[config.mk]
export PLATFORM = sky130hd
export DESIGN_NAME = multicycle_ctrl_flat
export DESIGN_NICKNAME = d
export VERILOG_FILES = /design/src/rtl/multicycle_ctrl_pkg.sv /design/src/rtl/multicycle_ctrl_if.sv /design/src/rtl/multicycle_ctrl_alu_decoder.sv /design/src/rtl/multicycle_ctrl.sv /design/src/flat_wrapper.sv
export SDC_FILE = /design/constraint.sdc
export NUM_CORES = 1
export LEC_CHECK = 0
export ABC_AREA = 1
export CAP_MARGIN = 20
export CORE_MARGIN = 2
export CORE_UTILIZATION = 35
export CTS_CLUSTER_SIZE = 10
export DETAILED_ROUTE_END_ITERATION = 12
export DONT_BUFFER_PORTS = 1
export GPL_ROUTABILITY_DRIVEN = 0
export HOLD_SLACK_MARGIN = 0.1
export PLACE_DENSITY = 0.6
export SLEW_MARGIN = 20
export SYNTH_ARGS = -nofsm -noshare
export SYNTH_HDL_FRONTEND = slang
export SYNTH_HIERARCHICAL = 1
export SYNTH_SLANG_ARGS = --single-unit
[constraint.sdc]
create_clock -name clk -period 1.6 [get_ports clk]
set_clock_uncertainty 0.15 [all_clocks]
set_input_delay 0.4 -clock clk [delete_from_list [all_inputs] [get_ports clk]]
set_output_delay 0.4 -clock clk [all_outputs]
set_load 0.01 [all_outputs]
[src/rtl/multicycle_ctrl_pkg.sv]
// Shared encodings for the RV32I multi-cycle controller: opcodes, control-field
// codes, FSM states, trap causes and the decoded-control bundle.
package multicycle_ctrl_pkg;

    localparam logic [6:0] OP_R      = 7'b0110011;
    localparam logic [6:0] OP_I      = 7'b0010011;
    localparam logic [6:0] OP_LOAD   = 7'b0000011;
    localparam logic [6:0] OP_STORE  = 7'b0100011;
    localparam logic [6:0] OP_BRANCH = 7'b1100011;
    localparam logic [6:0] OP_JAL    = 7'b1101111;
    localparam logic [6:0] OP_LUI    = 7'b0110111;
    localparam logic [6:0] OP_SYSTEM = 7'b1110011;

    localparam logic [2:0] F3_ADD = 3'b000;
    localparam logic [2:0] F3_AND = 3'b111;
    localparam logic [2:0] F3_OR  = 3'b110;
    localparam logic [2:0] F3_SLT = 3'b010;
    localparam logic [2:0] F3_BEQ = 3'b000;
    localparam logic [2:0] F3_BNE = 3'b001;
    localparam logic [2:0] F3_ENV = 3'b000;

    localparam logic [2:0] ALU_ADD = 3'b000;
    localparam logic [2:0] ALU_SUB = 3'b001;
    localparam logic [2:0] ALU_AND = 3'b010;
    localparam logic [2:0] ALU_OR  = 3'b011;
    localparam logic [2:0] ALU_SLT = 3'b101;

    localparam logic [1:0] RES_ALU  = 2'b00;
    localparam logic [1:0] RES_READ = 2'b01;
    localparam logic [1:0] RES_IMM  = 2'b10;
    localparam logic [1:0] RES_PC4  = 2'b11;

    localparam logic [1:0] JMP_RESET = 2'b00;
    localparam logic [1:0] JMP_NEXT  = 2'b01;
    localparam logic [1:0] JMP_PCIMM = 2'b10;
    localparam logic [1:0] JMP_EXC   = 2'b11;

    localparam logic [1:0] MOCSR_MEM = 2'b00;
    localparam logic [1:0] MOCSR_CSR = 2'b01;
    localparam logic [1:0] MOCSR_PC  = 2'b10;

    localparam logic [1:0] CAUSE_NONE    = 2'b00;
    localparam logic [1:0] CAUSE_ILLEGAL = 2'b01;
    localparam logic [1:0] CAUSE_TIMEOUT = 2'b10;
    localparam logic [1:0] CAUSE_ECALL   = 2'b11;

    typedef enum logic [2:0] {
        ST_RST    = 3'd0,
        ST_FETCH  = 3'd1,
        ST_DECODE = 3'd2,
        ST_MEM    = 3'd3,
        ST_WB     = 3'd4,
        ST_TRAP   = 3'd5
    } state_t;

    typedef struct packed {
        logic       branch;
        logic [1:0] jump;
        logic [1:0] result_src;
        logic       reg_write;
        logic       alu_src;
        logic [2:0] alu_control;
        logic       csr_w;
        logic       csr_inm;
        logic [1:0] mocsr;
        logic       mem_access;
        logic       mem_store;
        logic       illegal;
        logic       ecall;
    } dec_t;

    // Zicsr register/immediate forms: CSRRW, CSRRS, CSRRWI, CSRRSI
    function automatic logic is_csr_f3(input logic [2:0] f3);
        return (f3 == 3'b001) || (f3 == 3'b010) || (f3 == 3'b101) || (f3 == 3'b110);
    endfunction

endpackage

[src/rtl/multicycle_ctrl_if.sv]
// Instruction-fetch and data-memory handshake between the controller (master)
// and the memory side (slave).
interface multicycle_ctrl_if;
    logic ifReq;
    logic ifReady;
    logic irWrite;
    logic memReq;
    logic memReady;
    logic memWe;

    modport master (
        output ifReq, irWrite, memReq, memWe,
        input  ifReady, memReady
    );

    modport slave (
        input  ifReq, irWrite, memReq, memWe,
        output ifReady, memReady
    );
endinterface

[src/rtl/multicycle_ctrl_alu_decoder.sv]
// ALU operation select for R/I-type and branches, with an illegal flag for
// unsupported funct3 values of those classes.
module multicycle_ctrl_alu_decoder
    import multicycle_ctrl_pkg::*;
(
    input  logic [6:0] op,
    input  logic [2:0] f3,
    input  logic       f7,
    output logic [2:0] alu_control,
    output logic       illegal
);

    always_comb begin
        alu_control = ALU_ADD;
        illegal     = 1'b0;
        case (op)
            OP_R, OP_I: begin
                case (f3)
                    // instr[30] is an immediate bit for ADDI, so only R-type subtracts
                    F3_ADD:  alu_control = (op == OP_R && f7) ? ALU_SUB : ALU_ADD;
                    F3_AND:  alu_control = ALU_AND;
                    F3_OR:   alu_control = ALU_OR;
                    F3_SLT:  alu_control = ALU_SLT;
                    default: illegal     = 1'b1;
                endcase
            end
            OP_BRANCH: begin
                alu_control = ALU_SUB;
                illegal     = (f3 != F3_BEQ) && (f3 != F3_BNE);
            end
            default: alu_control = ALU_ADD;
        endcase
    end

endmodule

[src/rtl/multicycle_ctrl.sv]
// Multi-cycle RV32I sequencer: RST, FETCH, DECODE, optional MEM, then one
// commit cycle (WB or TRAP). CSR instructions are enabled by CTRL_ZICSR_EN.
module multicycle_ctrl
    import multicycle_ctrl_pkg::*;
#(
    parameter int MEM_TIMEOUT = 15,
    parameter int TO_W        = 8
) (
    input  logic                  clk,
    input  logic                  rst_n,
    input  logic [6:0]            op,
    input  logic [2:0]            f3,
    input  logic                  f7,
    input  logic                  zero,
    multicycle_ctrl_if.master     bus,
    output logic                  pcWrite,
    output logic                  regWrite,
    output logic                  csr_w,
    output logic                  csr_inm,
    output logic                  branch,
    output logic [1:0]            jump,
    output logic [1:0]            resultSrc,
    output logic [1:0]            mocsr,
    output logic                  aluSrc,
    output logic [2:0]            aluControl,
    output logic                  trap,
    output logic [1:0]            trapCause
);

    state_t           state_reg, state_next;
    logic [TO_W-1:0]  to_cnt_reg, to_cnt_next;
    logic [1:0]       trap_cause_reg, trap_cause_next;
    dec_t             dec;
    logic [2:0]       alu_ctl;
    logic             alu_illegal;
    logic             mem_timeout;
    logic             show_dec;

    multicycle_ctrl_alu_decoder u_alu_decoder (
        .op          (op),
        .f3          (f3),
        .f7          (f7),
        .alu_control (alu_ctl),
        .illegal     (alu_illegal)
    );

    // Instruction decode, purely from the latched instruction fields
    always_comb begin
        dec             = '0;
        dec.jump        = JMP_NEXT;
        dec.result_src  = RES_ALU;
        dec.mocsr       = MOCSR_MEM;
        dec.alu_control = alu_ctl;
        case (op)
            OP_R: begin
                dec.reg_write = 1'b1;
                dec.illegal   = alu_illegal;
            end
            OP_I: begin
                dec.reg_write = 1'b1;
                dec.alu_src   = 1'b1;
                dec.illegal   = alu_illegal;
            end
            OP_LOAD: begin
                dec.alu_src    = 1'b1;
                dec.result_src = RES_READ;
                dec.reg_write  = 1'b1;
                dec.mem_access = 1'b1;
            end
            OP_STORE: begin
                dec.alu_src    = 1'b1;
                dec.mem_access = 1'b1;
                dec.mem_store  = 1'b1;
            end
            OP_BRANCH: begin
                dec.branch  = (f3 == F3_BEQ) ? zero : ((f3 == F3_BNE) ? !zero : 1'b0);
                dec.illegal = alu_illegal;
            end
            OP_JAL: begin
                dec.jump       = JMP_PCIMM;
                dec.result_src = RES_PC4;
                dec.reg_write  = 1'b1;
            end
            OP_LUI: begin
                dec.result_src = RES_IMM;
                dec.reg_write  = 1'b1;
            end
            OP_SYSTEM: begin
                if (f3 == F3_ENV) begin
                    dec.ecall = 1'b1;
                end
`ifdef CTRL_ZICSR_EN
                else if (is_csr_f3(f3)) begin
                    dec.csr_w      = 1'b1;
                    dec.csr_inm    = f3[2];
                    dec.mocsr      = MOCSR_CSR;
                    dec.result_src = RES_READ;
                    dec.reg_write  = 1'b1;
                end
`endif
                else begin
                    dec.illegal = 1'b1;
                end
            end
            default: dec.illegal = 1'b1;
        endcase
    end

    assign mem_timeout = (to_cnt_reg == TO_W'(MEM_TIMEOUT - 1));
    assign trapCause   = trap_cause_reg;

    always_ff @(posedge clk or negedge rst_n) begin
        if (!rst_n) begin
            state_reg      <= ST_RST;
            to_cnt_reg     <= '0;
            trap_cause_reg <= CAUSE_NONE;
        end else begin
            state_reg      <= state_next;
            to_cnt_reg     <= to_cnt_next;
            trap_cause_reg <= trap_cause_next;
        end
    end

    always_comb begin
        state_next      = state_reg;
        to_cnt_next     = '0;
        trap_cause_next = trap_cause_reg;
        show_dec        = 1'b0;
        bus.ifReq       = 1'b0;
        bus.irWrite     = 1'b0;
        bus.memReq      = 1'b0;
        bus.memWe       = 1'b0;
        pcWrite         = 1'b0;
        regWrite        = 1'b0;
        csr_w           = 1'b0;
        csr_inm         = 1'b0;
        branch          = 1'b0;
        jump            = JMP_RESET;
        resultSrc       = RES_ALU;
        mocsr           = MOCSR_MEM;
        aluSrc          = 1'b0;
        aluControl      = ALU_ADD;
        trap            = 1'b0;

        case (state_reg)
            ST_RST: begin
                // State is forced to RST while rst_n is low; keep PC frozen then
                pcWrite    = rst_n;
                state_next = ST_FETCH;
            end
            ST_FETCH: begin
                jump      = JMP_NEXT;
                bus.ifReq = 1'b1;
                if (bus.ifReady) begin
                    bus.irWrite = 1'b1;
                    state_next  = ST_DECODE;
                end
            end
            ST_DECODE: begin
                show_dec = 1'b1;
                if (dec.illegal) begin
                    state_next      = ST_TRAP;
                    trap_cause_next = CAUSE_ILLEGAL;
                end else if (dec.ecall) begin
                    state_next      = ST_TRAP;
                    trap_cause_next = CAUSE_ECALL;
                end else if (dec.mem_access) begin
                    state_next = ST_MEM;
                end else begin
                    state_next = ST_WB;
                end
            end
            ST_MEM: begin
                show_dec   = 1'b1;
                bus.memReq = 1'b1;
                bus.memWe  = dec.mem_store;
                // memReady has priority over an expiring timeout
                if (bus.memReady) begin
                    state_next = ST_WB;
                end else begin
                    to_cnt_next = to_cnt_reg + TO_W'(1);
                    if (mem_timeout) begin
                        state_next      = ST_TRAP;
                        trap_cause_next = CAUSE_TIMEOUT;
                    end
                end
            end
            ST_WB: begin
                show_dec   = 1'b1;
                pcWrite    = 1'b1;
                regWrite   = dec.reg_write;
                csr_w      = dec.csr_w;
                state_next = ST_FETCH;
            end
            ST_TRAP: begin
                jump       = JMP_EXC;
                pcWrite    = 1'b1;
                trap       = 1'b1;
                state_next = ST_FETCH;
            end
            default: state_next = ST_RST;
        endcase

        if (show_dec) begin
            branch     = dec.branch;
            jump       = dec.jump;
            resultSrc  = dec.result_src;
            mocsr      = dec.mocsr;
            aluSrc     = dec.alu_src;
            aluControl = dec.alu_control;
            csr_inm    = dec.csr_inm;
        end
    end

endmodule

[src/flat_wrapper.sv]
// flat-port wrapper written by rule: the top's interface ports become plain ports
module multicycle_ctrl_flat import multicycle_ctrl_pkg::*;
#(
    parameter int MEM_TIMEOUT = 15,
    parameter int TO_W        = 8
)
  (clk, rst_n, op, f3, f7, zero, pcWrite, regWrite, csr_w, csr_inm, branch, jump, resultSrc, mocsr, aluSrc, aluControl, trap, trapCause, bus_ifReq, bus_irWrite, bus_memReq, bus_memWe, bus_ifReady, bus_memReady);
  multicycle_ctrl_if bus_i ();
  input  logic clk;
  input  logic rst_n;
  input  logic [6:0] op;
  input  logic [2:0] f3;
  input  logic f7;
  input  logic zero;
  output logic pcWrite;
  output logic regWrite;
  output logic csr_w;
  output logic csr_inm;
  output logic branch;
  output logic [1:0] jump;
  output logic [1:0] resultSrc;
  output logic [1:0] mocsr;
  output logic aluSrc;
  output logic [2:0] aluControl;
  output logic trap;
  output logic [1:0] trapCause;
  output wire logic [$bits(bus_i.ifReq)-1:0] bus_ifReq;
  output wire logic [$bits(bus_i.irWrite)-1:0] bus_irWrite;
  output wire logic [$bits(bus_i.memReq)-1:0] bus_memReq;
  output wire logic [$bits(bus_i.memWe)-1:0] bus_memWe;
  input wire logic [$bits(bus_i.ifReady)-1:0] bus_ifReady;
  input wire logic [$bits(bus_i.memReady)-1:0] bus_memReady;
  assign bus_ifReq = bus_i.ifReq;
  assign bus_irWrite = bus_i.irWrite;
  assign bus_memReq = bus_i.memReq;
  assign bus_memWe = bus_i.memWe;
  assign bus_i.ifReady = bus_ifReady;
  assign bus_i.memReady = bus_memReady;
  multicycle_ctrl #(.MEM_TIMEOUT(MEM_TIMEOUT), .TO_W(TO_W)) u_core (.clk(clk), .rst_n(rst_n), .op(op), .f3(f3), .f7(f7), .zero(zero), .bus(bus_i), .pcWrite(pcWrite), .regWrite(regWrite), .csr_w(csr_w), .csr_inm(csr_inm), .branch(branch), .jump(jump), .resultSrc(resultSrc), .mocsr(mocsr), .aluSrc(aluSrc), .aluControl(aluControl), .trap(trap), .trapCause(trapCause));
endmodule
### Word-level counts from Yosys, hierarchy flattened

Index checks and enable logic that the tools add are counted.
Widths: inputs -> output; s select.

| word-level totals | value |
|---|---|
| flip-flop bits (word level) | 13 |
| logic and storage cells | 94 |
| output and inout port bits | 22 |
| bits of input ports | 16 |

| cells by class | value |
|---|---|
| reduce and logical (&&, ||, !) cells | 19 |
| equal/unequal tests | 24 |
| muxes and demuxes | 47 |
| $add $sub $neg | 1 |

Operators by type and width:

| operator | count |
|---|---|
| $pmux 3 s4 | 2 |
| $mux 1 | 22 |
| $eq 7x6->1 const B | 3 |
| $eq 7x7->1 const B | 3 |
| $mux 3 | 7 |
| $mux 8 | 2 |
| $mux 2 | 7 |
| $eq 3x3->1 const B | 4 |
| $reduce_or 3->1 | 4 |
| $eq 3x2->1 const B | 3 |
| $add 8x1->8 const B | 1 |
| $eq 8x4->1 const B | 1 |
| $pmux 2 s2 | 2 |
| $reduce_or 4->1 | 2 |
| $eq 7x2->1 const B | 1 |
| $eq 7x5->1 const B | 1 |
| $eq 3x1->1 const B | 2 |
| $logic_not 3->1 | 2 |
| $ne 3x1->1 const B | 2 |
| $pmux 2 s3 | 1 |
| $pmux 3 s2 | 1 |
| $reduce_or 2->1 | 3 |
| $reduce_or 5->1 | 1 |
| $ne 2x2->1 const B | 2 |
| other kinds (10) | 12 |

### Logic depth before layout (Yosys ltp)

Gate-level depths: netlist of the first run.

| depth | value |
|---|---|
| word-level depth | 7 |
| mapped depth | 12 |
| mapped depth without buffers | 12 |

### By module

Netlist of the first run, hierarchy kept.

By module, submodules not included:

| module | sequential area each (µm²) | cells an instance | area an instance (µm²) | times used |
|---|---|---|---|---|
| multicycle_ctrl | 325.3 | 158 | 1027.2 | 1 |
| multicycle_ctrl_alu_decoder | 0.0 | 39 | 155.1 | 1 |

### Worst setup path before layout of the first run

No wires, ideal clock.

| path | value |
|---|---|
| kind | input-to-output |
| start point | in op[1] |
| end point | out branch |
| path slack | -0.339 ns |
| path buffers | 0 |
| arrival time | 1.389 ns |
| data required time | 1.050 ns |
| stages on the path | 4 |
| path through | nand2_1 nor2_4 nand2_1 a2111oi_0 |

| on the way | value |
|---|---|
| word-level cells in the longest chain between the ends | 3 |

Ends and longest elaborated chain:

| element | line | source |
|---|---|---|
| start: declaration | flat_wrapper.sv:11 | `input logic [6:0] op;` |
| $eq 7x7->1 | multicycle_ctrl.sv:54 | `case (op)` |
| $mux 1 | multicycle_ctrl.sv:54 |  |
| $mux 1 | multicycle_ctrl.sv:204 | `if (show_dec) begin` |
| end: declaration | flat_wrapper.sv:19 | `output logic branch;` |

No other way between the ends.

### Worst setup path in the final report of the first run

| path | value |
|---|---|
| start point | reg u_core.state_reg[1] |
| end point | out aluSrc |

| on the way | value |
|---|---|
| word-level cells in the longest chain between the ends | 4 |
| elaborated cells between the ends (all ways) | 6 |
| those cells by class | 3 x eq/ne; 2 x mux; 1 x reduce/logical |

Ends and longest elaborated chain:

| element | line | source |
|---|---|---|
| start: declaration | multicycle_ctrl.sv:30 | `state_t state_reg, state_next;` |
| start signal: assignment | multicycle_ctrl.sv:118 | `state_reg <= state_next;` |
| $eq 3x3->1 or $eq 3x2->1 (tied branches) | multicycle_ctrl.sv:145 | `case (state_reg)` |
| $reduce_or 3->1 (no source line) (*) | -- |  |
| $mux 1 (*) | multicycle_ctrl.sv:145 |  |
| $mux 1 (*) | multicycle_ctrl.sv:204 |  |
| end: declaration | flat_wrapper.sv:23 | `output logic aluSrc;` |

Mark *: on every way between the ends. The rest lies on a longest branch, timed or not.

==> results of run 1 <==
[worst max-delay path by stage]
| stage | slack [ns] | end |
|---|---|---|
| global route | -0.39 | aluSrc |
| finish | -0.30 | aluSrc |
| CTS | -0.29 | branch |
| global placement | -0.1 | aluSrc |
| floorplan | -0.02 | branch |
| detailed placement | -0.09 | aluSrc |
[layer usage]
metal	track usage	part of all wire
met1	0.195	0.47
met3	0.0326	0.040
met5	0	0
met4	0.0583	0.0051
met2	0.273	0.49
[cell usage after synthesis (2+ instances only)]
cell      number
ha_1           2
nand2_2        3
a21oi_1        7
nand3b_1       2
nor2_2         4
o22ai_1        2
inv_2          2
o21ai_0        8
nand3_1       14
inv_1         38
nor2_1        31
nand4_1        2
dfrtp_1       13
nor2_4         2
nor3_1         5
buf_4          4
nand2_1       47
[power by group through the flow]
stage | clock network (W) | logic, W | registers (W)
floorplan | 0 | 0.000499 | 0.000480
global placement | 0 | 0.000856 | 0.000473
detailed placement | 0 | 0.000865 | 0.000477
CTS | 0.000207 | 0.00114 | 0.000472
global route | 0.000234 | 0.00152 | 0.000489
finish | 0.000203 | 0.00143 | 0.000480
[cells by family after synthesis]
family / count (synthesis)
and+or+nand+nor: 113
DFF: 13
AOI/OAI and AO/OA: 24
other: 1
adders and majority gates: 2
buffers and inverters: 44
[metrics by stage]
step	utilization	TNS, ns	hold WS [ns]	cells	worst slack (ns)
floorplan	-	-0.0572	-0.0456	200	-0.0247
global placement	0.442	-0.291	-0.0451	268	-0.0966
detailed placement	0.442	-0.333	-0.0452	268	-0.0916
CTS	0.486	-3.24	0.193	277	-0.294
global route	0.526	-5.96	0.179	283	-0.388
finish	0.526	-3.56	0.180	283	-0.300
[layout make-up]
type | instances | area share
Multi-Input combinational cell | 143 | 0.486
Sequential cell | 13 | 0.189
Timing Repair Buffer | 37 | 0.189
Inverter | 40 | 0.0883
Tap cell | 46 | 0.0333
Clock buffer | 4 | 0.0152
[repair_timing]
action,CTS,global route
hold buffers,1,0
setup endpoints to repair,17,29
buffers inserted,5,7
hold endpoints to repair,13,0
pin swaps,9,9
cloned,0,0
gates resized for setup,21,21
==> impl_metrics.json, run 1 <==
{
  "synth_top_family_by_area": "simple AND/OR/NAND/NOR gates",
  "drv_slew": 0,
  "critPathLaunch": "u_core/state_reg[1]",
  "mostFrequentLayoutCells": "nand2_1, inv_1, buf_4, nor2_1, nand3_1",
  "die_y_um": 62.1,
  "largest_reg_flops": 8,
  "start_util": 0.360,
  "fill_cells": 337,
  "total_power_w": 0.00211,
  "netlist_area_um2": 1180,
  "synth-compound-area-share": 0.121,
  "powerDensity_nw_per_um2": 1220,
  "ctsHtreeMaxLevel": 1,
  "wirelength_um": 2920,
  "slowest_stage": "dfrtp_2",
  "final_common_cell": "nand2_1",
  "combPwrFrac": 0.676,
  "drive_gt1_frac": 0.338,
  "startpoint_type": "flip-flop",
  "clk_latency_ns": 0.27,
  "syn_inst": 197,
  "port-buffer-count": 0,
  "ys.flop_type": "dfrtp_1",
  "syn2layout_area_growth_pct": 46.2,
  "antenna_found_initial": 0,
  "grtUsageTotal": 0.158,
  "synth_edf_count": 0,
  "die_w_um": 62.1,
  "yosys.area_share.simple": 0.428,
  "r2r_slack_ns": -0.09,
  "post_drt_via_cell_ratio": 4.50,
  "min_period_ns": 1.90,
  "avgSynthCellArea_um2": 6.00,
  "cp_top_family": "flip-flops",
  "fin_area_um2": 1730,
  "cts_buffer_depth": 2,
  "vdd_drop_max_v": 0.000812,
  "cp-end-kind": "output pin",
  "yosys.area.top_type_share": 0.275,
  "cap_violations": 0,
  "hp-start": "bus_ifReady",
  "clkPwrFrac": 0.096,
  "p_int_w": 0.00120,
  "r2r_end": "u_core/to_cnt_reg[6]",
  "overflow": 0,
  "dp_hpwl_um": 2260,
  "drtIter0Drc": 62,
  "grt_max_degree": 14,
  "swShare": 0.431,
  "status": "complete, but fails checks",
  "failed_checks": "negative setup slack",
  "cts-buffers-inserted": 3,
  "root_buffer": "clkbuf_4",
  "synth_top_area_cell": "dfrtp_1",
  "synth_seq_area_share": 0.275,
  "tightest_slew_ns": 0.616,
  "placed_area_um2": 1450,
  "slew_headroom": 0.588,
  "drc": 0,
  "ioPinCount": 38,
  "cts_tree": "done",
  "ys_seq_elements": 13,
  "min_path_cells": 2,
  "ys_types": 28,
  "hold_end": "u_core/state_reg[1]",
  "grt_pass1_wl_um": 5000,
  "setup_slack_ns": -0.300,
  "crit_type": "flip-flop to output pin",
  "worst-path-max-fanout": 5,
  "ys_async_sr_fraction": 1.00,
  "rows": 21,
  "seq_area_um2": 327,
  "hold_path_class": "input pin to flip-flop",
  "yosys_warnings": 6,
  "yosys-mux-area-fraction": 0,
  "rsz0062_at_grt": "yes",
  "timing.rr.start": "u_core/state_reg[2]",
  "path_buf_inv": 3,
  "cp.arrival_ns": 1.35,
  "setup_viol": 25,
  "leakage_nw": 0.838,
  "multi_input_area_um2": 840,
  "rr_worst_depth": 11,
  "core-area_um2": 3280,
  "fmax_mhz": 526,
  "worst_ep_required_time_ns": 1.05,
  "hold_viol_final": 0,
  "synthAdderAreaFrac": 0.0212,
  "yosys-top-cells-area": "dfrtp_1, nand2_1, inv_1",
  "wire_per_inst_um": 10.3,
  "vias": 1274,
  "first_pass_iters": 4,
  "clock_sinks": 13,
  "postRouteAntennaNets": 0,
  "final_nets": 256,
  "clk_pin_slew_ns": 0.08,
  "crit_path_max_incr_delay_ns": 0.44,
  "path_depth": 6,
  "switchingPower_w": 0.000909,
  "dieArea_um2": 3860,
  "diodes": 0,
  "post-route-period-util": 1.19,
  "synthXorXnorAreaFrac": 0,
  "grt_pass1_vias": 1217,
  "path_cells": "nand2_2, inv_2, a21oi_2, buf_6, nor3b_2, buf_4",
  "p_seq_frac": 0.227
}
Note: power is estimated with default switching activity, not from simulation.
==> run 2: changes to the inputs <==
--- a/config.mk
+++ b/config.mk
@@ -8,15 +8,14 @@
 export ABC_AREA = 1
 export CAP_MARGIN = 20
 export CORE_MARGIN = 2
-export CORE_UTILIZATION = 35
+export CORE_UTILIZATION = 56
 export CTS_CLUSTER_SIZE = 10
 export DETAILED_ROUTE_END_ITERATION = 12
 export DONT_BUFFER_PORTS = 1
 export GPL_ROUTABILITY_DRIVEN = 0
 export HOLD_SLACK_MARGIN = 0.1
-export PLACE_DENSITY = 0.6
+export PLACE_DENSITY = 0.83
 export SLEW_MARGIN = 20
 export SYNTH_ARGS = -nofsm -noshare
 export SYNTH_HDL_FRONTEND = slang
-export SYNTH_HIERARCHICAL = 1
 export SYNTH_SLANG_ARGS = --single-unit
==> run 2 against run 1 <==
  * The flow now stops in 5_1_grt
  * Area after synthesis decreased by 7.7%
  * Synthesized cell count is 13% lower
==> impl_metrics.json, run 2 <==
{
  "status": "did not finish",
  "stop_stage": "5_1_grt",
  "error_line": "[ERROR GRT-0232] Routing congestion too high. Check the congestion heatmap in the GUI.",
  "ys_top_cells_by_count": "nand2_1, inv_1, nor2_1",
  "yosys.cell_count.top_type": "nand2_1",
  "die_y_um": 48.1,
  "yosys_warnings": 0,
  "synth_edf_count": 0,
  "ys_async_sr_fraction": 1.00,
  "cts_buffer_depth": 2,
  "port-buffer-count": 0,
  "ctsHtreeMaxLevel": 1,
  "grtUsageTotal": 0.786,
  "cts-buffers-inserted": 3,
  "ys_types": 27,
  "start_util": 0.612,
  "dp_worst_setup_slack_ns": -0.175,
  "yosys.area.top_type_share": 0.298,
  "dp_hpwl_um": 2360,
  "ys_seq_elements": 13,
  "grt-worst-endpoint": "aluControl[0]",
  "ys.flop_type": "dfrtp_1",
  "yosys-top-cells-area": "dfrtp_1, nand2_1, inv_1",
  "ioPinCount": 38,
  "avgSynthCellArea_um2": 6.34,
  "syn_inst": 172,
  "die_w_um": 48.1,
  "worst-ep-kind": "top-level output",
  "synth_seq_area_share": 0.298,
  "netlist_area_um2": 1090,
  "synth_top_area_cell": "dfrtp_1",
  "overflow": 45,
  "grt_max_degree": 14,
  "clock_sinks": 13,
  "placed_area_um2": 1320,
  "root_buffer": "clkbuf_4",
  "rows": 15
}
run 2: cell count changes after synthesis, sizes merged, moves of 3 or more:
cell and delta:
nand2 -11, nor2 -5, o21ai -3, inv -6
run 2: cells by family after synthesis:
family,count (synthesis),synth area share
compound gates,22,0.117
simple gates,96,0.414
fa+ha+maj,2,0.0229
buf+inv,38,0.144
other cells,1,0.00344
flops,13,0.298
run 2: per-stage QoR:
stage          std cells  setup TNS, ns
2_1_floorplan        175         -0.186
3_3_place_gp         221         -0.620
3_5_place_dp         221          -1.03
4_1_cts              234          -5.09
run 2: what timing repair did:
item,in CTS
setup buffers,11
hold endpoints to repair,13
resized for setup,56
hold buffers,1
setup endpoints to repair,19
gates cloned,0
pin swaps,15
run 2: layer usage:
metal,global-route usage,overflow
met1,0.708,0
met2,1.01,24
met4,0.930,20
met5,0.150,0
met3,0.596,1
==> run 3: changes to the inputs <==
--- a/config.mk
+++ b/config.mk
@@ -7,14 +7,12 @@
 export LEC_CHECK = 0
 export ABC_AREA = 1
 export CAP_MARGIN = 20
-export CORE_MARGIN = 2
-export CORE_UTILIZATION = 56
-export CTS_CLUSTER_SIZE = 10
+export CORE_AREA = 2 2 63 65
 export DETAILED_ROUTE_END_ITERATION = 12
+export DIE_AREA = 0 0 65 67
 export DONT_BUFFER_PORTS = 1
 export GPL_ROUTABILITY_DRIVEN = 0
-export HOLD_SLACK_MARGIN = 0.1
-export PLACE_DENSITY = 0.83
+export PLACE_DENSITY_LB_ADDON = 0.15
 export SLEW_MARGIN = 20
 export SYNTH_ARGS = -nofsm -noshare
 export SYNTH_HDL_FRONTEND = slang
==> constraint.sdc (replaced) <==
create_clock -name clk -period 2.1 [get_ports clk]
set_clock_uncertainty 0.15 [all_clocks]
set_input_delay 0.525 -clock clk [delete_from_list [all_inputs] [get_ports clk]]
set_output_delay 0.525 -clock clk [all_outputs]
set_load 0.01 [all_outputs]
==> run 3 against run 2 <==
  * The flow now finishes, with violations (negative setup slack)
  * Synthesized cell count unchanged
  * Area after synthesis unchanged
==> impl_metrics.json, run 3 <==
{
  "cts-buffers-inserted": 3,
  "r2r_slack_ns": 0.46,
  "ys.flop_type": "dfrtp_1",
  "critPathLaunch": "u_core.state_reg[0]",
  "leakage_nw": 0.669,
  "drtIter0Drc": 23,
  "drv_slew": 0,
  "core-area_um2": 3610,
  "r2r_end": "u_core.state_reg[0]",
  "rr_worst_depth": 7,
  "wire_per_inst_um": 11.2,
  "placed_area_um2": 1200,
  "endpoint": "aluControl[0]",
  "synth_edf_count": 0,
  "drive_gt1_frac": 0.304,
  "worst-path-max-fanout": 3,
  "ys_types": 27,
  "yosys-top-cells-area": "dfrtp_1, nand2_1, inv_1",
  "ioPinCount": 38,
  "status": "complete, but fails checks",
  "final_common_cell": "nand2_1",
  "cap_violations": 0,
  "die_y_um": 67,
  "yosys_warnings": 0,
  "timing.rr.start": "u_core.state_reg[1]",
  "first_pass_iters": 4,
  "postRouteAntennaNets": 0,
  "ctsHtreeMaxLevel": 1,
  "yosys.cell_count.top_type": "nand2_1",
  "fin_area_um2": 1400,
  "path_buf_inv": 1,
  "ys_top_cells_by_count": "nand2_1, inv_1, nor2_1",
  "diodes": 0,
  "startpoint_type": "flip-flop",
  "place_inst": 228,
  "avgSynthCellArea_um2": 6.34,
  "root_buffer": "clkbuf_8",
  "overflow": 0,
  "setup_viol": 2,
  "hold_path_class": "input pin to flip-flop",
  "vdd_drop_max_v": 0.000507,
  "clk_latency_ns": 0.24,
  "fill_cells": 376,
  "start_util": 0.303,
  "dieArea_um2": 4360,
  "crit_top_cell": "nand2_2",
  "tightest_slew_ns": 0.576,
  "syn_inst": 172,
  "crit_type": "flip-flop to output pin",
  "post_drt_via_cell_ratio": 4.65,
  "failed_checks": "negative setup slack",
  "ys_async_sr_fraction": 1.00,
  "crit_path_max_incr_delay_ns": 0.39,
  "netlist_area_um2": 1090,
  "total_power_w": 0.00125,
  "grtUsageTotal": 0.134,
  "path_depth": 6,
  "powerDensity_nw_per_um2": 888,
  "rows": 22,
  "drc": 0,
  "dp_hpwl_um": 2140,
  "clock_sinks": 13,
  "min_period_ns": 2.18,
  "grt_pass1_vias": 1098,
  "slew_headroom": 0.615,
  "clk_pin_slew_ns": 0.05,
  "rsz0062_at_grt": "yes",
  "instances_no_fill": 242,
  "antenna_found_initial": 0,
  "synth_top_area_cell": "dfrtp_1",
  "hold_viol_final": 0,
  "worst_ep_required_time_ns": 1.42,
  "post-route-period-util": 1.04,
  "cts_buffer_depth": 2,
  "die_w_um": 65,
  "port-buffer-count": 0,
  "path_cells": "nor2_2, nand2_2, nand2_2, nand4_1, o31ai_2, buf_4",
  "final_nets": 213,
  "ys_seq_elements": 13,
  "slowest_stage": "dfrtp_1",
  "cp_top_family": "simple AND/OR/NAND/NOR gates",
  "mostFrequentLayoutCells": "nand2_1, inv_1, nor2_1, buf_4, dfrtp_1",
  "cp.arrival_ns": 1.50,
  "fmax_mhz": 459,
  "cp-end-kind": "output pin",
  "grt_max_degree": 14,
  "wirelength_um": 2710,
  "yosys.area.top_type_share": 0.298,
  "synth_seq_area_share": 0.298,
  "grt_pass1_wl_um": 4630,
  "vias": 1126,
  "setup_slack_ns": -0.0763,
  "cts_tree": "done",
  "syn2layout_area_growth_pct": 28.6,
  "largest_reg_flops": 8
}
==> run 3: cell counts after synthesis <==
Identical to the previous run, type by type.
==> run 3: final cells by class <==
type / instances / area (um^2) / area share
Inverter: 34 / 130 / 0.0928
Sequential cell: 13 / 325 / 0.232
Multi-Input combinational cell: 124 / 697 / 0.497
Tap cell: 48 / 60.1 / 0.0428
Clock buffer: 4 / 45.0 / 0.0321
Timing Repair Buffer: 19 / 145 / 0.103
==> run 3: worst min-delay path by stage <==
stage                      start              endpoint  slack (ns)  cells past startpoint
detailed placement         rst_n  u_core.to_cnt_reg[0]        0.08                      0
global placement           rst_n  u_core.to_cnt_reg[0]        0.08                      0
CTS                 bus_memReady  u_core.to_cnt_reg[4]        0.29                      3
floorplan                  rst_n   u_core.state_reg[0]        0.08                      0
finish              bus_memReady  u_core.to_cnt_reg[4]        0.29                      3
global route        bus_memReady  u_core.to_cnt_reg[4]        0.29                      3
==> run 3: stage by stage <==
| step | hold WS (ns) | setup slack, ns | TNS [ns] | util |
|---|---|---|---|---|
| finish | 0.291 | -0.0763 | -0.108 | 0.389 |
| global route | 0.289 | -0.185 | -0.483 | 0.389 |
| CTS | 0.289 | -0.0801 | -0.120 | 0.377 |
| detailed placement | 0.0799 | -0.0136 | -0.0136 | 0.333 |
| global placement | 0.0798 | 0.0694 | 0 | 0.333 |
| floorplan | 0.0794 | 0.0684 | 0 | - |
==> run 3: metal layers <==
layer  global-route usage  vias to the layer above  share of wire
met5                    0                        -              0
met4               0.0319                        0         0.0052
met3               0.0372                        2          0.076
met1                0.161                      508           0.43
li1                     -                      586              -
met2                0.237                       30           0.49
==> run 3: report_power, final <==
group / total (W) / switching [W] / leakage [nW] / internal, W
Combinational: 0.000668 / 0.000390 / 0.473 / 0.000278
Sequential: 0.000358 / 0.0000551 / 0.173 / 0.000303
Clock: 0.000219 / 0.0000855 / 0.0228 / 0.000134
==> run 3: repair_timing <==
action,in CTS,in global routing
endpoints found under the setup margin,7,10
endpoints found under the hold margin,13,0
resized for setup,9,15
pin swaps,5,6
hold buffers,1,0
buffers inserted,10,0
==> run 3: cell families (layout without fill, tap and decap cells) <==
| family | Yosys count | after routing | share of synthesized area |
|---|---|---|---|
| DFF | 13 | 13 | 0.298 |
| buffers and inverters | 38 | 57 | 0.144 |
| AOI/OAI and AO/OA | 22 | 22 | 0.117 |
| other | 1 | 4 | 0.00344 |
| and+or+nand+nor | 96 | 96 | 0.414 |
| adders and majority gates | 2 | 2 | 0.0229 |
==> run 3: tightest hold or removal path, delay by kind of cell <==
kind	cells	cell delay (ns)
AND/OR/NAND/NOR	3	0.12
